==> config.mk <==
export PLATFORM = sky130hd
export DESIGN_NAME = hamming_tx_scheduler
export DESIGN_NICKNAME = d
export VERILOG_FILES = /design/src/rtl/hamming_pkg.sv /design/src/rtl/hamming_enc74.sv /design/src/rtl/hamming_tx_scheduler.sv
export SDC_FILE = /design/constraint.sdc
export NUM_CORES = 1
export LEC_CHECK = 0
export CORE_MARGIN = 5
export CORE_UTILIZATION = 35
export CTS_BUF_LIST = sky130_fd_sc_hd__clkbuf_2
export CTS_CLUSTER_DIAMETER = 120
export DETAILED_ROUTE_END_ITERATION = 8
export HOLD_SLACK_MARGIN = 0.15
export PLACE_DENSITY = 0.64
export SLEW_MARGIN = 10
export SYNTH_ARGS = -nofsm -noshare
export SYNTH_HDL_FRONTEND = slang
export SYNTH_SLANG_ARGS = --single-unit
==> constraint.sdc <==
create_clock -name clk -period 1.8 [get_ports clk]
set_clock_uncertainty 0.1 [all_clocks]
set_input_delay 0.36 -clock clk [delete_from_list [all_inputs] [get_ports clk]]
set_output_delay 0.36 -clock clk [all_outputs]
set_load 0.01 [all_outputs]
==> src/rtl/hamming_pkg.sv <==
// rtl/hamming_pkg.sv - shared types, widths and codeword ordering for the Hamming(7,4) transmit path
package hamming_pkg;

    typedef enum logic [1:0] {
        IDLE  = 2'd0,
        SHIFT = 2'd1,
        GAP   = 2'd2
    } state_t;

    localparam int DATA_W = 4;
    localparam int CW_W   = 7;
    localparam int GAP_W  = 4;

    // Places parity and data bits at Hamming positions 1..7, position 1 at bit 0.
    // par is {P3, P2, P1}.
    function automatic logic [CW_W-1:0] cw_order(input logic [DATA_W-1:0] data,
                                                 input logic [2:0]        par);
        cw_order = {data[3], data[2], data[1], par[2], data[0], par[1], par[0]};
    endfunction

endpackage

==> src/rtl/hamming_enc74.sv <==
// rtl/hamming_enc74.sv - combinational Hamming(7,4) parity generator
module hamming_enc74 (
    input  logic [3:0] data,
    output logic       p1,
    output logic       p2,
    output logic       p3
);

    assign p1 = data[0] ^ data[1] ^ data[3];
    assign p2 = data[0] ^ data[2] ^ data[3];
    assign p3 = data[1] ^ data[2] ^ data[3];

endmodule

==> src/rtl/hamming_tx_scheduler.sv <==
// rtl/hamming_tx_scheduler.sv - round-robin two-requester Hamming(7,4) encoder with serial frame output
module hamming_tx_scheduler
    import hamming_pkg::*;
#(
    parameter int GAP = 1
) (
    input  logic       clk,
    input  logic       rst_n,
    input  logic       enable,
    input  logic       req0_valid,
    input  logic [3:0] req0_data,
    output logic       req0_ready,
    input  logic       req1_valid,
    input  logic [3:0] req1_data,
    output logic       req1_ready,
    output logic       ser_bit,
    output logic       ser_valid,
    output logic       ser_sof,
    output logic       ser_id,
    output logic       busy,
    output logic [7:0] frame_cnt
);

    state_t            state;
    logic [2:0]        bit_idx;
    logic [GAP_W-1:0]  gap_cnt;
    logic [CW_W-1:0]   shreg;
    logic              last_grant;
    // Holds the accept window shut during reset and the first edge after it,
    // so both ready lines read 0 while rst_n is low.
    logic              run;

    logic              tail;
    logic              window;
    logic              winner;
    logic              accept;
    logic [DATA_W-1:0] win_data;
    logic              p1;
    logic              p2;
    logic              p3;
    logic [CW_W-1:0]   cw;

    // Tail cycle: last cycle of the frame (no gap) or of the gap, where the next grant may land.
    assign tail = ((state == SHIFT) && (bit_idx == 3'd6) && (GAP == 0)) ||
                  ((state == hamming_pkg::GAP) && (gap_cnt == GAP_W'(GAP - 1)));

    assign window = run && enable && ((state == IDLE) || tail);

    // A lone requester wins outright; on a tie the side not granted last time wins.
    assign winner = (req0_valid && req1_valid) ? ~last_grant : req1_valid;
    assign accept = window && (req0_valid || req1_valid);

    assign req0_ready = window && !winner && req0_valid;
    assign req1_ready = window &&  winner && req1_valid;

    assign win_data = winner ? req1_data : req0_data;

    hamming_enc74 u_enc (
        .data (win_data),
        .p1   (p1),
        .p2   (p2),
        .p3   (p3)
    );

    assign cw = cw_order(win_data, {p3, p2, p1});

    // Frame sequencer: captures the codeword on accept, shifts it out, then gaps or idles.
    always_ff @(posedge clk or negedge rst_n) begin
        if (!rst_n) begin
            state      <= IDLE;
            bit_idx    <= '0;
            gap_cnt    <= '0;
            shreg      <= '0;
            last_grant <= 1'b1;
            run        <= 1'b0;
            ser_bit    <= 1'b0;
            ser_valid  <= 1'b0;
            ser_sof    <= 1'b0;
            ser_id     <= 1'b0;
            busy       <= 1'b0;
            frame_cnt  <= '0;
        end else begin
            run     <= 1'b1;
            ser_sof <= 1'b0;

            if ((state == SHIFT) && (bit_idx == 3'd6)) begin
                frame_cnt <= frame_cnt + 8'd1;
            end

            if (accept) begin
                state      <= SHIFT;
                bit_idx    <= '0;
                shreg      <= cw >> 1;
                ser_bit    <= cw[0];
                ser_valid  <= 1'b1;
                ser_sof    <= 1'b1;
                ser_id     <= winner;
                last_grant <= winner;
                busy       <= 1'b1;
            end else begin
                case (state)
                    IDLE: begin
                        ser_bit   <= 1'b0;
                        ser_valid <= 1'b0;
                        busy      <= 1'b0;
                    end
                    SHIFT: begin
                        if (bit_idx != 3'd6) begin
                            bit_idx <= bit_idx + 3'd1;
                            ser_bit <= shreg[0];
                            shreg   <= shreg >> 1;
                        end else begin
                            ser_bit   <= 1'b0;
                            ser_valid <= 1'b0;
                            if (GAP > 0) begin
                                state   <= hamming_pkg::GAP;
                                gap_cnt <= '0;
                                busy    <= 1'b1;
                            end else begin
                                state <= IDLE;
                                busy  <= 1'b0;
                            end
                        end
                    end
                    hamming_pkg::GAP: begin
                        if (tail) begin
                            state <= IDLE;
                            busy  <= 1'b0;
                        end else begin
                            gap_cnt <= gap_cnt + GAP_W'(1);
                        end
                    end
                    default: begin
                        state     <= IDLE;
                        ser_bit   <= 1'b0;
                        ser_valid <= 1'b0;
                        busy      <= 1'b0;
                    end
                endcase
            end
        end
    end

endmodule

Word-level counts from Yosys, hierarchy flattened. Cells that the tools add are included.

Register bits after elaboration: 31. Bits of input ports: 13. Output and inout bits: 15. Logic and storage cells: 82.

Add/subtract/negate cells: 3. Equality and inequality tests: 10. Muxes and demuxes: 26. Bitwise gates (word level): 8. Reduce and logical (&&, ||, !) cells: 23.

Operators with widths (count): 7-bit 2-to-1 mux (3); 4-bit 2-to-1 mux (3); 1-bit logical AND (10); 1-bit 2-to-1 mux (9); 3-bit 2-to-1 mux (3); 3-bit != test (second input constant) (3); 8-bit by 1-bit adder with 8-bit output (second input constant) (1); 2-bit != test (second input constant) (4); 4-bit one-hot mux with 2 select lines (1); 2-bit 2-to-1 mux (3); 1-bit one-hot mux with 2 select lines (3); 2-bit one-hot mux with 3 select lines (1); 2-bit AND reduction (3); 2-bit nonzero test (3); 1-bit bitwise XOR (6); 4-bit by 1-bit adder with 4-bit output (second input constant) (1); 4-bit logical NOT (1); 4-bit AND reduction (1); 3-bit by 1-bit adder with 3-bit output (second input constant) (1); 3-bit equality test (second input constant) (1); 3-bit AND reduction (1); 2-bit by 1-bit equality test with 1-bit output (second input constant) (1); 2-bit equality test (second input constant) (1); 2-bit logical NOT (1); 3 further kinds (5).

Longest topological paths before layout. Gate-level depths: netlist of run 1.

Depth after elaboration: 7. Mapped depth: 7. Gate-level depth less buffers: 7.

Cells and area by module. From an unflattened synthesis of run 1, not the netlist that was laid out.

Cells, all modules: 131. Area, all modules: 1540.2 um2.

By module, submodules not included: hamming_tx_scheduler (times used 1, cells each 128, area each 1468.9 um2, seq. area each 752.0 um2); hamming_enc74 (times used 1, cells each 3, area each 71.3 um2, seq. area each 0.0 um2).

Worst setup path before layout of run 1. No wires, ideal clock.

Kind: flip-flop to output port. Start point: register gap_cnt[0]. End point: output port req1_ready. Arrival: 1.372 ns. Setup slack: -0.032 ns. Stages on the path, launching flop included: 6. Buffers on the path: 0. Cell sequence: dfrtp_1 inv_1 ha_1 or3b_4 a21oi_1 and3_1.

Word-level cells in the longest chain between the ends: 6.

RTL lines: start, declared (RTL line hamming_tx_scheduler.sv:26) `logic [GAP_W-1:0] gap_cnt;`; start signal, assigned (RTL line hamming_tx_scheduler.sv:130) `gap_cnt <= gap_cnt + GAP_W'(1);`; 4-bit logical NOT (RTL line hamming_tx_scheduler.sv:45) `((state == hamming_pkg::GAP) && (gap_cnt == GAP_W'(GAP - 1)));`; 1-bit logical AND (RTL line hamming_tx_scheduler.sv:45); 1-bit logical OR (RTL line hamming_tx_scheduler.sv:47) `assign window = run && enable && ((state == IDLE) || tail);`; 1-bit logical AND (RTL line hamming_tx_scheduler.sv:47); 1-bit logical AND (2 in a row) (RTL line hamming_tx_scheduler.sv:54) `assign req1_ready = window && winner && req1_valid;`; end, declared (RTL line hamming_tx_scheduler.sv:15) `output logic req1_ready,`.

Every way passes these cells.

Worst setup path after layout of run 1. Same ends and word-level chain as after synthesis.

==> impl_results.md, run 1 <==
* Die area at ~5700 um2
* Ranking of synthesized cells by area: dfrtp_1, mux2i_1, xnor2_1
* Initial drt markers at 18
* Final worst slack at -0.530 ns
* Final hold violations at 0
* Placed inst area at ~2000 um2
* Final min period at 2.33 ns
* Finished Cell Area at ~2200 um2
* Max-Cap Viols at 0
* Flop2flop setup slack at -0.26 ns
* Final period util at 129%
* Rows at 23
* Total wire length at 3.37 mm
* I/O pins at 28
* Initial antenna violation count at 0
* Layout Nets at approximately 220
* Routability Congestion at 0.792
* Global route overflow at 0
* Mean cell area of the mapped netlist at 11.4 um2
* Share of the synthesized area in the top cell type at 48.2%
* Post-DP HPWL at 2.31 mm
* GRT Total Usage at roughly an eighth
* Die W at 75.6 um
* Synth unique cells at 32
* CP required at between 1 and 1.5 ns
* Synthesized flop and latch total at 30
* Core region area at 4090 um2
* Die Ht at 75.6 um
* Critical Path Start Type: flip-flop
* Post-Syn Instances at 132
* Max_slew headroom at 62.7%
* Met3 Use GR at 3.96%
* Port bufs at 27
* Worst-path fanout max at 3
* Max VDD drop at ~0.33 mV
* Leakage at 1.21 nW
* Crit path to: req1_ready
* Most frequent cells in the layout: buf_4, dfrtp_1, xnor2_1
* Critical Path AT at 1.87 ns
* Worst setup EP type: primary output
* Synthesized net count at 150
* RR Startpoint: gap_cnt[0]$_DFFE_PN0P_
* Worst r2r path cells at 7
* Fill cell count at 372
* Fraction of final layout cells sized beyond drive strength 1 at 28.6%
* PwrDens at 1070 nW/um2
* Antenna Cells at 0
* Routed WL per cell at 13.5 um
* Most Crowded Layer GR: met2
* CTS clock-pin slew for the worst setup and hold paths at 0.16 ns
* Num Clock Sinks at 30
* Failing checks: setup timing
* Largest net degree at the start of global routing at 31
* Initial Utilization at 36.8%
* Clock Root Buffer: clkbuf_2
* Detailed Routing Iterations Pass 1 at 4
* Grt met1 use at between 10% and 20%
* Clock Tree Buf Depth at 2
* Clk_lat worst skew at about 0.37 ns
* Mapped Area at 1510 um2
* TritonCTS clock tree: done
* Seq/Total Area, Yosys at 50.0%
* Hold Crit Class: primary input to asynchronous set/reset pin
* Kind of critical path: flip-flop to primary output
* # DRC at 0
* CTS Buf Count at 5
* FF-to-FF End: shreg[4]$_DFFE_PN0P_
* H-tree levels at 2
* Synth area leader: dfrtp_1
* Crit path from: gap_cnt[0]$_DFFE_PN0P_
* Final setup vio count at 19
* Max-slew violation count at 0
* Commonest non-fill, non-tap cell in the layout: buf_4
* RSZ-0062 raised after global routing: yes
* Measured slew at the worst slew-check pin at 0.558 ns
* Max Clk Rate at between 400 and 500 MHz
* Routed Antenna Nets at 0
* Status: finished with violations
* Vias in the first global route at 1169
* End-of-flow core utilization at 53.3%
* Synthesis-to-layout area growth at 44.7%
* Synth warn at 0
* Grt met2 use at 22.1%
* Via Count at 1192
* Drt via density at 4.79
* Dpl ws at -0.599 ns
* First-pass GRT wire length at 5.13 mm
[cells in the mapped netlist]
library cell / count
and4b_1: 1
o21ai_0: 3
buf_2: 1
mux2_2: 2
conb_1: 1
a21o_1: 2
nand3_1: 7
nand4_1: 3
mux2i_1: 15
a21oi_1: 4
a21oi_2: 1
o21ai_1: 1
dfrtp_1: 29
and4_1: 1
a211o_4: 1
nor2_1: 6
nand2b_1: 2
o211ai_1: 1
nand3b_1: 1
and3_1: 3
a31oi_1: 1
a221oi_1: 1
buf_6: 1
xnor2_1: 16
inv_1: 3
ha_1: 5
inv_2: 1
dfstp_2: 1
or3b_4: 1
nand2_1: 10
xor2_1: 5
nor2b_1: 2
[kinds of logic after synthesis]
| kind of cell | Yosys count | synth area share [%] |
|---|---|---|
| and+or+nand+nor | 37 | 13.0 |
| adders and majority gates | 5 | 4.16 |
| AOI/OAI and AO/OA | 15 | 6.90 |
| muxes | 17 | 11.5 |
| buffers and inverters | 6 | 2.08 |
| other | 1 | 0.249 |
| xor gates and xnor gates | 21 | 12.2 |
| DFF | 30 | 50.0 |
[metrics by stage]
stage                     TNS [ns]  cells  hold WS, ns  power [mW]
final                        -3.77    249        0.247        2.34
after global routing         -4.71    249        0.259        2.50
after CTS                    -3.12    240        0.242        2.34
after detailed placement     -3.28    223        0.362        1.96
after global placement       -2.58    223        0.362        1.92
after floorplan           -0.00792    132      -0.0356        1.57
[worst max-delay path: stages (launching register included)]
cell     delay, ns
dfrtp_1       0.44
inv_2         0.07
ha_1          0.13
or3b_4        0.39
a21oi_4       0.16
and3_4        0.20
buf_6         0.10
[metal layers]
layer | wire length (um) | share of wire, %
met4 | 38 | 1.1
met3 | 186 | 5.5
met2 | 1800 | 53
met1 | 1340 | 40
met5 | 0 | 0
[where the power goes]
group / internal, mW / switching, mW
registers: 0.876 / 0.121
clock network: 0.0953 / 0.233
logic: 0.544 / 0.471
total: 1.52 / 0.825
[sequential cells by signal, summed over array words and instances (netlist names)]
name,flops
bit_idx,3
busy,1
frame_cnt,8
gap_cnt,4
last_grant,1
run,1
ser_bit,1
ser_id,1
ser_sof,1
ser_valid,1
shreg,6
state,2
[worst min-delay path by stage]
stage | from | endpoint | slack (ns) | cells past startpoint
2_1_floorplan | rst_n | bit_idx[0]$_DFFE_PN0P_ | -0.04 | 0
3_3_place_gp | ser_id$_DFFE_PN0N_ | ser_id$_DFFE_PN0N_ | 0.36 | 1
3_5_place_dp | frame_cnt[7]$_DFFE_PN0P_ | frame_cnt[7]$_DFFE_PN0P_ | 0.36 | 1
4_1_cts | rst_n | gap_cnt[1]$_DFFE_PN0P_ | 0.24 | 2
5_1_grt | rst_n | gap_cnt[1]$_DFFE_PN0P_ | 0.26 | 2
6_report | rst_n | gap_cnt[1]$_DFFE_PN0P_ | 0.25 | 2
[timing repair]
| item | CTS | global route |
|---|---|---|
| endpoints found under the setup margin | 24 | 29 |
| cloned | 1 | 0 |
| gates resized for setup | 14 | 15 |
| buffers inserted | 8 | 9 |
| endpoints found under the hold margin | 0 | 0 |
| pin swaps | 5 | 3 |
| hold buffers | 0 | 0 |
[final cells by class]
type	instances	area (um2)	share of cell area (%)
Clock inverter	2	8.76	0.402
Tap cell	50	62.6	2.87
Multi-Input combinational cell	97	772	35.4
Timing Repair Buffer	60	536	24.6
Clock buffer	6	30.0	1.38
Inverter	4	17.5	0.804
Sequential cell	30	752	34.5
Note: power is estimated with default switching activity, not from simulation.
==> run 2, diff against run 1 <==
CORE_UTILIZATION = 25   (was 35)
CTS_CLUSTER_SIZE = 12   (was unset)
PLACE_DENSITY = 0.51   (was 0.64)
==> run 2 against run 1 <==
Compared with the run above: the run still ends with setup timing left; register-to-register slack got worse by 0.10 ns; combinational power grew 6%; via count shrank 0.17%; power rose by 1.7%; critical endpoint unchanged; largest power group unchanged; clock-buffer cell count is the same; critical path depth unchanged.
==> impl_results.md, run 2 (same netlist as run 1, synthesis figures left out) <==
* Critical Path Start Type: flip-flop (unchanged)
* Clock Root Buffer: clkbuf_2 (unchanged)
* CTS Buf Count at 5 (unchanged)
* Die W at 87.6 um (was 75.6 um)
* Via Count at 1190 (was 1192)
* Final period util at 128% (was 129%)
* Leakage at 1.19 nW (was 1.21 nW)
* Max-slew violation count at 0 (unchanged)
* Worst-path fanout max at 3 (unchanged)
* Global route overflow at 0 (unchanged)
* Final worst slack at -0.502 ns (was -0.530 ns)
* Final setup vio count at 19 (unchanged)
* Finished Cell Area at 2250 um2 (was 2180 um2)
* Post-DP HPWL at 2.54 mm (was 2.31 mm)
* Clock Tree Buf Depth at 2 (unchanged)
* Seq pwr share at 41.5% (was 42.6%)
* Synthesis-to-layout area growth at 49.8% (was 44.7%)
* I/O pins at 28 (unchanged)
* GRT Total Usage at 9.66% (was 12.1%)
* CTS clock-pin slew for the worst setup and hold paths at 0.15 ns (was 0.16 ns)
* Initial drt markers at 34 (was 18)
* Largest Register: frame_cnt (unchanged)
* Die Ht at 87.6 um (was 75.6 um)
* Comb power frac at 44.8% (was 43.4%)
* Placed inst area at 2020 um2 (was 1950 um2)
* Routed WL per cell at 12.4 um (was 13.5 um)
* CP required at 1.34 ns (about the same)
* Die area at 7670 um2 (was 5710 um2)
* Status: finished with violations (unchanged)
* RSZ-0062 raised after global routing: yes (unchanged)
* Initial Utilization at 25.6% (was 36.8%)
* Biggest registers after layout: frame_cnt (8), shreg (6), gap_cnt (4) (unchanged)
* Critical Path AT at 1.84 ns (was 1.87 ns)
* Initial antenna violation count at 0 (unchanged)
* Measured slew at the worst slew-check pin at 0.499 ns (was 0.558 ns)
* Switching share of total power at 35.1% (was 35.2%)
* First-pass GRT wire length at 5.78 mm (was 5.13 mm)
* H-tree levels at 2 (unchanged)
* PwrDens at 1060 nW/um2 (was 1070 nW/um2)
* Final hold violations at 0 (unchanged)
* TritonCTS clock tree: done (unchanged)
* Max Clk Rate at 434 MHz (was 429 MHz)
* Fraction of final layout cells sized beyond drive strength 1 at 29.6% (was 28.6%)
* Internal power at 1.55 mW (was 1.52 mW)
* Total wire length at 3.39 mm (was 3.37 mm)
* Fill cell count at 581 (was 372)
* Largest register FFs at 8 (unchanged)
* Port bufs at 27 (unchanged)
* Antenna Cells at 0 (unchanged)
* Routability Congestion at 0.765 (was 0.792)
* Hold Crit Class: flip-flop to flip-flop (was primary input to asynchronous set/reset pin)
* Setup_tns at -5.77 ns (was -3.77 ns)
* Failing checks: setup timing (unchanged)
* Clock power share at 13.7% (was 14.0%)
* Psw at 0.835 mW (was 0.825 mW)
* Max_slew headroom at 66.6% (was 62.7%)
* Largest net degree at the start of global routing at 15 (was 31)
* Kind of critical path: flip-flop to primary output (unchanged)
* Num Clock Sinks at 30 (unchanged)
* Max-Cap Viols at 0 (unchanged)
* Max VDD drop at 0.404 mV (was 0.326 mV)
* Drt via density at 4.34 (was 4.79)
* Clk_lat worst skew at 0.37 ns (about the same)
* Final min period at 2.30 ns (was 2.33 ns)
* Rows at 28 (was 23)
* Routed Antenna Nets at 0 (unchanged)
* Vias in the first global route at 1240 (was 1169)
* Worst setup EP type: primary output (unchanged)
* Layout Nets at 216 (unchanged)
* # DRC at 0 (unchanged)
* Core region area at 5890 um2 (was 4090 um2)
* Detailed Routing Iterations Pass 1 at 4 (unchanged)
* Most frequent cells in the layout: dfrtp_1, buf_4, clkdlybuf4s50_1 (was buf_4, dfrtp_1, xnor2_1)
* End-of-flow core utilization at 38.3% (was 53.3%)
run 2: cell count changes in the layout (fill, tap and decap cells not counted), sizes merged:
cell	before	now
a211o	2	1
dlygate4sd3	0	1
clkdlybuf4s50	15	18
dlygate4sd2	1	0
dlymetal6s2s	9	7
run 2: worst max-delay path, cell delays in order (launching register included):
cell	delay [ns]
dfrtp_1	0.44
inv_2	0.09
ha_4	0.11
or3b_4	0.40
a21oi_4	0.14
and3_4	0.20
buf_6	0.10
run 2: path summary, 6_finish.rpt:
path	from	end	slack [ns]	cells past startpoint
max	gap_cnt[0]$_DFFE_PN0P_	req1_ready	-0.50	6
min in group asynchronous	rst_n	ser_id$_DFFE_PN0N_	0.68	2
max in group asynchronous	rst_n	busy$_DFFE_PN0P_	0.43	3
max reg2reg	gap_cnt[0]$_DFFE_PN0P_	shreg[5]$_DFFE_PN0P_	-0.36	9
min reg2reg	frame_cnt[7]$_DFFE_PN0P_	frame_cnt[7]$_DFFE_PN0P_	0.38	1
min	frame_cnt[7]$_DFFE_PN0P_	frame_cnt[7]$_DFFE_PN0P_	0.38	1
run 2: per-layer routing:
layer  GRT usage (%)  vias up  wire [um]
met4            3.35        0         17
met1            11.2      570       1380
met3            3.20        3        212
li1                -      588          -
met5               0        -          0
met2            16.6       29       1780
run 2: power by group through the flow:
stage	logic (mW)	clock network (mW)	registers, mW
6_report	1.07	0.327	0.987
5_1_grt	1.18	0.383	1.02
4_1_cts	1.08	0.350	0.993
3_5_place_dp	0.951	0	1.03
3_3_place_gp	0.918	0	1.03
2_1_floorplan	0.520	0	1.05
run 2: final cells by class:
type | count | area, um2 | area share (%)
repair buffers | 61 | 566 | 25.1
clock buffers | 6 | 30.0 | 1.33
clock inverters | 2 | 10.0 | 0.444
multi-input cells | 96 | 786 | 34.9
flip-flops and latches | 30 | 752 | 33.4
inverters | 4 | 17.5 | 0.777
well taps | 75 | 93.8 | 4.16
run 2: timing repair:
action,4_1_cts,5_1_grt
cloned,0,0
setup endpoints to repair,24,28
resized for setup,20,14
pin swaps,4,5
hold endpoints to repair,3,0
hold buffers,1,0
setup buffers,8,6
run 2: per-stage QoR:
step,setup slack [ns],total power [mW],std cells,hold slack (ns)
detailed placement,-0.596,1.99,251,0.368
global route,-0.611,2.58,274,0.402
CTS,-0.534,2.42,268,0.387
finish,-0.502,2.38,274,0.382
global placement,-0.533,1.95,251,0.364
floorplan,-0.00715,1.57,132,-0.0356
